**src/rtl/issue_ctrl.sv**
```systemverilog
// issue_ctrl: dual-issue in-order instruction buffer with score-board hazard check.
// Holds decoded instruction pairs in a circular buffer. Each cycle it looks at the
// two oldest entries, reads their source status from the score board and issues
// zero, one or two of them. It also writes the score board for issued destinations.
module issue_ctrl #(
    parameter int DEPTH = 4,
    parameter int POS_W = 4,
    parameter int PAY_W = 64
) (
    input  logic                        clk,
    input  logic                        rst_n,
    input  logic                        stall,
    input  logic                        flash,
    input  logic [1:0]                  in_valid,
    output logic                        in_ready,
    input  logic [1:0][1:0][4:0]        in_src,
    input  logic [1:0][1:0]             in_src_used,
    input  logic [1:0][4:0]             in_dst,
    input  logic [1:0]                  in_dst_wen,
    input  logic [1:0][1:0]             in_lat,
    input  logic [1:0]                  in_mem,
    input  logic [1:0][PAY_W-1:0]       in_payload,
    output logic [1:0]                  issue_valid,
    output logic [1:0][PAY_W-1:0]       issue_payload,
    output logic [1:0][4:0]             issue_dst,
    output logic [1:0]                  issue_dst_wen,
    output logic [1:0]                  issue_mem,
    output logic [3:0][4:0]             sb_read_addr,
    input  logic [3:0][POS_W-1:0]       sb_pos,
    output logic [1:0]                  sb_write_ena,
    output logic [1:0][4:0]             sb_write_addr,
    output logic [1:0][POS_W-1:0]       sb_write_pos
);

    localparam int PTR_W = $clog2(DEPTH);
    localparam int CNT_W = PTR_W + 1;
    localparam logic [CNT_W-1:0] READY_MAX = CNT_W'(DEPTH - 2);

    // Buffer storage; contents are qualified by count, so no reset is needed.
    logic [1:0][4:0]   e_src  [DEPTH];
    logic [1:0]        e_used [DEPTH];
    logic [4:0]        e_dst  [DEPTH];
    logic              e_wen  [DEPTH];
    logic [1:0]        e_lat  [DEPTH];
    logic              e_mem  [DEPTH];
    logic [PAY_W-1:0]  e_pay  [DEPTH];

    logic [PTR_W-1:0]  head, tail, head_nx1, tail_nx1;
    logic [CNT_W-1:0]  count, enq_n, deq_n;
    logic              enq_ok;
    logic              rdy0, rdy1, raw, waw, both_mem;
    logic              iss0, iss1;

    // An operand can proceed if it is unused, is r0, or its result is at most one cycle away.
    function automatic logic opnd_rdy(input logic used, input logic [4:0] src,
                                      input logic [POS_W-1:0] pos);
        return !used || (src == 5'd0) || ((pos >> 1) == '0);
    endfunction

    assign head_nx1 = head + PTR_W'(1);
    assign tail_nx1 = tail + PTR_W'(1);
    assign in_ready = (count <= READY_MAX);
    assign enq_ok   = in_ready && !flash;
    assign enq_n    = enq_ok ? (CNT_W'(in_valid[0]) + CNT_W'(in_valid[1])) : '0;
    assign deq_n    = CNT_W'(iss0) + CNT_W'(iss1);

    // Score board reads for the two head entries' sources.
    always_comb begin
        sb_read_addr[0] = e_src[head][0];
        sb_read_addr[1] = e_src[head][1];
        sb_read_addr[2] = e_src[head_nx1][0];
        sb_read_addr[3] = e_src[head_nx1][1];
    end

    // Readiness and intra-pair hazard detection for the two head entries.
    always_comb begin
        rdy0 = opnd_rdy(e_used[head][0], e_src[head][0], sb_pos[0]) &&
               opnd_rdy(e_used[head][1], e_src[head][1], sb_pos[1]);
        rdy1 = opnd_rdy(e_used[head_nx1][0], e_src[head_nx1][0], sb_pos[2]) &&
               opnd_rdy(e_used[head_nx1][1], e_src[head_nx1][1], sb_pos[3]);
        raw  = e_wen[head] && (e_dst[head] != 5'd0) &&
               ((e_used[head_nx1][0] && (e_src[head_nx1][0] == e_dst[head])) ||
                (e_used[head_nx1][1] && (e_src[head_nx1][1] == e_dst[head])));
        waw  = e_wen[head] && e_wen[head_nx1] && (e_dst[head] != 5'd0) &&
               (e_dst[head] == e_dst[head_nx1]);
        both_mem = e_mem[head] && e_mem[head_nx1];
        iss0 = !stall && !flash && (count != '0) && rdy0;
        iss1 = iss0 && (count > CNT_W'(1)) && rdy1 && !raw && !waw && !both_mem;
    end

    // Issue and score board write outputs; every field is zero for a slot that does not issue.
    always_comb begin
        issue_valid   = '0;
        issue_payload = '0;
        issue_dst     = '0;
        issue_dst_wen = '0;
        issue_mem     = '0;
        sb_write_ena  = '0;
        sb_write_addr = '0;
        sb_write_pos  = '0;
        if (iss0) begin
            issue_valid[0]   = 1'b1;
            issue_payload[0] = e_pay[head];
            issue_dst[0]     = e_dst[head];
            issue_dst_wen[0] = e_wen[head];
            issue_mem[0]     = e_mem[head];
            sb_write_ena[0]  = e_wen[head] && (e_dst[head] != 5'd0);
            sb_write_addr[0] = e_dst[head];
            sb_write_pos[0]  = POS_W'(1) << e_lat[head];
        end
        if (iss1) begin
            issue_valid[1]   = 1'b1;
            issue_payload[1] = e_pay[head_nx1];
            issue_dst[1]     = e_dst[head_nx1];
            issue_dst_wen[1] = e_wen[head_nx1];
            issue_mem[1]     = e_mem[head_nx1];
            sb_write_ena[1]  = e_wen[head_nx1] && (e_dst[head_nx1] != 5'd0);
            sb_write_addr[1] = e_dst[head_nx1];
            sb_write_pos[1]  = POS_W'(1) << e_lat[head_nx1];
        end
    end

    // Write accepted decode slots into the buffer at tail and tail+1.
    always_ff @(posedge clk) begin
        if (enq_ok && in_valid[0]) begin
            e_src[tail]  <= in_src[0];
            e_used[tail] <= in_src_used[0];
            e_dst[tail]  <= in_dst[0];
            e_wen[tail]  <= in_dst_wen[0];
            e_lat[tail]  <= in_lat[0];
            e_mem[tail]  <= in_mem[0];
            e_pay[tail]  <= in_payload[0];
        end
        if (enq_ok && in_valid[1]) begin
            e_src[tail_nx1]  <= in_src[1];
            e_used[tail_nx1] <= in_src_used[1];
            e_dst[tail_nx1]  <= in_dst[1];
            e_wen[tail_nx1]  <= in_dst_wen[1];
            e_lat[tail_nx1]  <= in_lat[1];
            e_mem[tail_nx1]  <= in_mem[1];
            e_pay[tail_nx1]  <= in_payload[1];
        end
    end

    // Pointer and occupancy update; flush empties the buffer and rewinds both pointers.
    always_ff @(posedge clk or negedge rst_n) begin
        if (!rst_n) begin
            head  <= '0;
            tail  <= '0;
            count <= '0;
        end else if (flash) begin
            head  <= '0;
            tail  <= '0;
            count <= '0;
        end else begin
            head  <= head + deq_n[PTR_W-1:0];
            tail  <= tail + enq_n[PTR_W-1:0];
            count <= count + enq_n - deq_n;
        end
    end

endmodule

```
**config.mk**
```make
export PLATFORM = sky130hd
export DESIGN_NAME = issue_ctrl
export DESIGN_NICKNAME = d
export VERILOG_FILES = /design/src/rtl/issue_ctrl.sv
export SDC_FILE = /design/constraint.sdc
export NUM_CORES = 1
export LEC_CHECK = 0
export ABC_AREA = 1
export CAP_MARGIN = 20
export CORE_UTILIZATION = 40
export CTS_CLUSTER_DIAMETER = 150
export DETAILED_ROUTE_END_ITERATION = 7
export PLACE_DENSITY = 0.72
export SLEW_MARGIN = 5
export SYNTH_ARGS = -nofsm -noshare
export SYNTH_HDL_FRONTEND = slang
export SYNTH_SLANG_ARGS = --single-unit
```
**constraint.sdc**
```tcl
create_clock -name clk -period 7.8 [get_ports clk]
set_input_delay 1.56 -clock clk [delete_from_list [all_inputs] [get_ports clk]]
set_output_delay 1.56 -clock clk [all_outputs]
set_load 0.01 [all_outputs]
```
Word level (Yosys, flattened, before mapping) --
Memory sizes are Yosys's and may differ from the RTL's. Cells that the tools add are included.
Operators by class: add/sub/neg operators 8, magnitude comparators 2, equality and inequality tests 3, shift operators 2, multiplexer cells 22, reduce and logical (&&, ||, !) cells 51
Operator list (number):
- two-way mux 64 bit | 2
- logical AND 1 bit | 22
- logical NOT 5 bit | 4
- logical NOT 4 bit | 4
- == test 5 bit | 3
- two-way mux 1 bit | 12
- two-way mux 5 bit | 2
- nonzero test 5 bit | 2
- logical NOT 1 bit | 9
- logical OR 1 bit | 9
- two-way mux 4 bit | 2
- << shifter 1 x 2 -> 4 bit, first input constant | 2
- two-way mux 2 bit | 3
- adder 1 x 1 -> 2 bit | 2
- adder 2 x 1 -> 2 bit, second input constant | 2
- adder 2 bit | 2
- adder 3 x 2 -> 3 bit | 1
- > comparator 3 x 1 -> 1 bit, second input constant | 1
- <= comparator 3 x 2 -> 1 bit, second input constant | 1
- two-way mux 3 bit | 1
- nonzero test 3 bit | 1
- subtractor 3 x 2 -> 3 bit | 1
Storage, ports and cells: flip-flop bits (word level) 7, bits in writable memories 340, bits of input ports 192, output and inout bits 185, word-level logic and storage cells 98, memories kept 7
Memory list:
- e_pay | depth 4, width 64, rd ports 2, clocked after memory_dff 0, write ports 2, line 46 | logic [PAY_W-1:0] e_pay [DEPTH];
- e_src | depth 4, width 10, rd ports 2, clocked after memory_dff 0, write ports 2, line 40 | logic [1:0][4:0] e_src [DEPTH];
- e_dst | depth 4, width 5, rd ports 2, clocked after memory_dff 0, write ports 2, line 42 | logic [4:0] e_dst [DEPTH];
- e_lat | depth 4, width 2, rd ports 2, clocked after memory_dff 0, write ports 2, line 44 | logic [1:0] e_lat [DEPTH];
- e_used | depth 4, width 2, rd ports 2, clocked after memory_dff 0, write ports 2, line 41 | logic [1:0] e_used [DEPTH];
- e_mem | depth 4, width 1, rd ports 2, clocked after memory_dff 0, write ports 2, line 45 | logic e_mem [DEPTH];
- 1 more memories

Depth between registers and ports, before layout --
An unclocked memory read counts as a cell.
depth in word-level cells 14, gate-level depth with buffers 27, gate-level depth less buffers 23

Least setup slack after synthesis --
Ideal clock, no wire load.
path type input to register, start point input flash, end point memory e_dst[0][0] (enable), arrival time 6.283 ns, data required time 7.242 ns, slack 0.959 ns, cell stages on the path 4, cell sequence clkbuf_1 -> inv_1 -> nand3_1 -> o22ai_1
RTL lines:
- start, declared | line 13 | input logic flash,
- end, declared | line 42

==> results.ini <==
[cts]
cts-buffers-inserted=40
post_cts_buffers=0
clock-sinks=347
cts_resized=0
cts.htree.levels=2
root_buffer=clkbuf_16
clk_path_buf_depth=3
clk_pin_slew_ns=0.06
cts_tree=built
cts_hold_buf=0
clock_latency_ns=0.56

[finish]
layout.nets=2826
syn_to_final_growth_pct=26.7
instances_no_fill=3318
seq_area_sq_um=10400
final_area_sq_um=25000
nFillCells=4447
drive_gt1_share_pct=5.62
multi_input_area_sq_um=7990

[worst_setup_path]
end_kind=primary output
arrival_ns=5.02
worstPathCellList=inv_2 -> nand2_4 -> buf_4 -> nand2_1 -> nand3_1 -> nand3_1 -> nor2_1 -> nand3_1 -> nand3_1 -> nand2_1 -> nand2_4 -> buf_4 -> nor2_1 -> clkdlybuf4s50_1
crit_top_cell=nand3_1
slowest_stage=dfrtp_4
required_ns=6.24
crit_start=head[1]
critPathLaunchType=flop
cp_top_family=buffers and inverters
critPathBufInv=4
r2r_start=head[1]
critical_path.max_stage_delay_ns=0.89
crit_type=reg -> out
crit_fanout=53

[pwr]
switching_share_pct=30.5
p_leak_uw=0.00887
power.internal_uw=3680
power.switching_uw=1610
vdd_drop_max_mv=0.122
p_seq_share_pct=45.2
power_frac_comb_pct=22.6
power.density_nw_per_um2=212
clock_power_share_pct=32.2

[placed_design]
place_congestion=0.873
dp_hpwl_um=42300
port-buffer-count=372
place_area_sq_um=23800
dp.cells=3248

[timing]
tightest_slew_ns=1.11
min_period_ns=6.58
setup_viol=0
slew_violations=0
rsz0062_at_grt=false
tns_ns=0
fmax_ghz=0.152
worst_hold_slack_ns=0.669
timing.final.crit_share_pct=84.4
slew-limit-headroom_pct=25.7
skew_ns=0.0137
hold_viol=0

[synthesis]
synth_nets=2564
netlist_instances=2364
synth-xor-area-share_pct=0.222
synth_top_area_share_pct=51.7
synthFlopType=edfxtp_1
synth_simple_gate_area_share_pct=20.2
ys.warnings.count=0
synth_edf_count=340
yosysTopAreaCell=edfxtp_1
synth_top_family_by_area=simple AND/OR/NAND/NOR gates
synth_area_leaders=edfxtp_1 (52%), nand2_1 (12%), o21ai_0 (11%)
avgSynthCellArea_sq_um=8.35
synth_fa_ha_area_share_pct=0.583
synth.most_common_cell=nand2_1
synth.distinct_cells=30
ys_ff_latch=347
synth_common_cells=nand2_1 (623), o21ai_0 (449), edfxtp_1 (340)
netlist_area_sq_um=19700
synth_mux_area_share_pct=0.0571
yosysSeqAreaShare_pct=52.6
synth_compound_area_share_pct=18.8
async_reset_ff_share_pct=2.02

[floorplan]
start_util_pct=40.4
die-area_sq_um=50200
io-pin-count=377
num_rows=81
die_x_um=224
die_y_um=224
core-area_sq_um=48800

[detailed_routing]
wl_per_cell_um=20.9
wirelength_um=69500
vias=18900
ant_nets=0
vias_per_cell=5.70
post-route-drc-count=0
drt_iter0_drc=1826
dr.pass1.iters=6

[global_route]
grt_max_degree=101
antenna_found_initial=5
grt_usage_pct=26.9
overflow=0
grt_pass1_wl_um=103000
grt_pass1_vias=18400

[min_path]
hold_start=count[0]
holdCritPathClass=reg -> reg

[run_status]
status=finished clean

[job]
max-cap-violations=0

logic make-up (layout without fill, tap and decap cells):
kind of cell | Yosys count | after routing
xor+xnor | 5 | 5
other cells | 0 | 3
compound gates | 673 | 673
fa+ha+maj | 8 | 8
simple gates | 986 | 986
flops | 347 | 347
buf+inv | 344 | 631
mux | 1 | 1
worst register-to-register path: cells and delay by family, from the launching register on:
kind	cells	cell delay [ns]
adders and majority gates	4	1.18
xor gates and xnor gates	1	0.17
and+or+nand+nor	10	1.24
DFF	1	0.89
buffers and inverters	6	1.86
path summary, 6_finish.rpt:
| check | endpoint | slack [ns] | cells past startpoint |
|---|---|---|---|
| setup / recovery | issue_payload[64] | 1.22 | 14 |
| hold reg to reg | count[0] | 0.67 | 3 |
| max in group asynchronous | head[1] | 6.24 | 1 |
| min in group asynchronous | head[0] | 1.27 | 1 |
| hold / removal | count[0] | 0.67 | 3 |
| setup reg to reg | count[2] | 2.33 | 21 |
power by group through the flow:
stage                     clock, uW  sequential (uW)  combinational, uW
after floorplan                   0             2430                667
after global routing           1770             2410               1300
after detailed placement          0             2430               1180
after CTS                      1720             2390               1190
after global placement            0             2420               1160
final                          1700             2390               1200
cells in the final DEF, fill, tap and decap left out, drive strengths merged, types with 4 or more instances in the layout:
cell type / n
a21oi: 40
inv: 157
o21ai: 451
clkinv: 10
buf: 36
o22ai: 132
o221ai: 44
nor2: 232
nand3: 55
or3: 4
nor3: 70
clkbuf: 55
dfrtp: 7
ha: 6
nand2: 624
edfxtp: 340
clkdlybuf4s50: 372
flip-flops by register name, summed over array words and instances (netlist names), 3 cells and up:
name / count
e_lat: 8
e_dst: 20
count: 3
e_src: 40
e_mem: 4
e_pay: 256
e_used: 8
e_wen: 4
through the flow:
step,setup slack [ns],utilization [%],power (uW)
2_1_floorplan,0.959,-,3100
3_3_place_gp,1.90,48.8,3580
3_5_place_dp,1.83,48.8,3610
4_1_cts,1.23,51.2,5300
5_1_grt,0.962,51.2,5480
6_report,1.22,51.2,5290
area by class of cell:
| class | count | area share (%) |
|---|---|---|
| Timing Repair Buffer | 408 | 16.2 |
| Multi-Input combinational cell | 1673 | 32.0 |
| Tap cell | 664 | 3.32 |
| Clock buffer | 55 | 4.31 |
| Antenna cell | 3 | 0.0300 |
| Inverter | 156 | 2.35 |
| Sequential cell | 347 | 41.6 |
| Clock inverter | 12 | 0.255 |
per-layer routing:
layer  wire, um  part of all wire, %  vias to the layer above  track usage, %
li1           -                    -                     8725               -
met1      26500                   38                     8985            33.2
met2      34700                   50                     1051            47.2
met3       6040                  8.7                      135            3.34
met4       2180                  3.1                        2            11.5
met5         11                0.016                        -               0
Power figures use the tool's default switching activity.
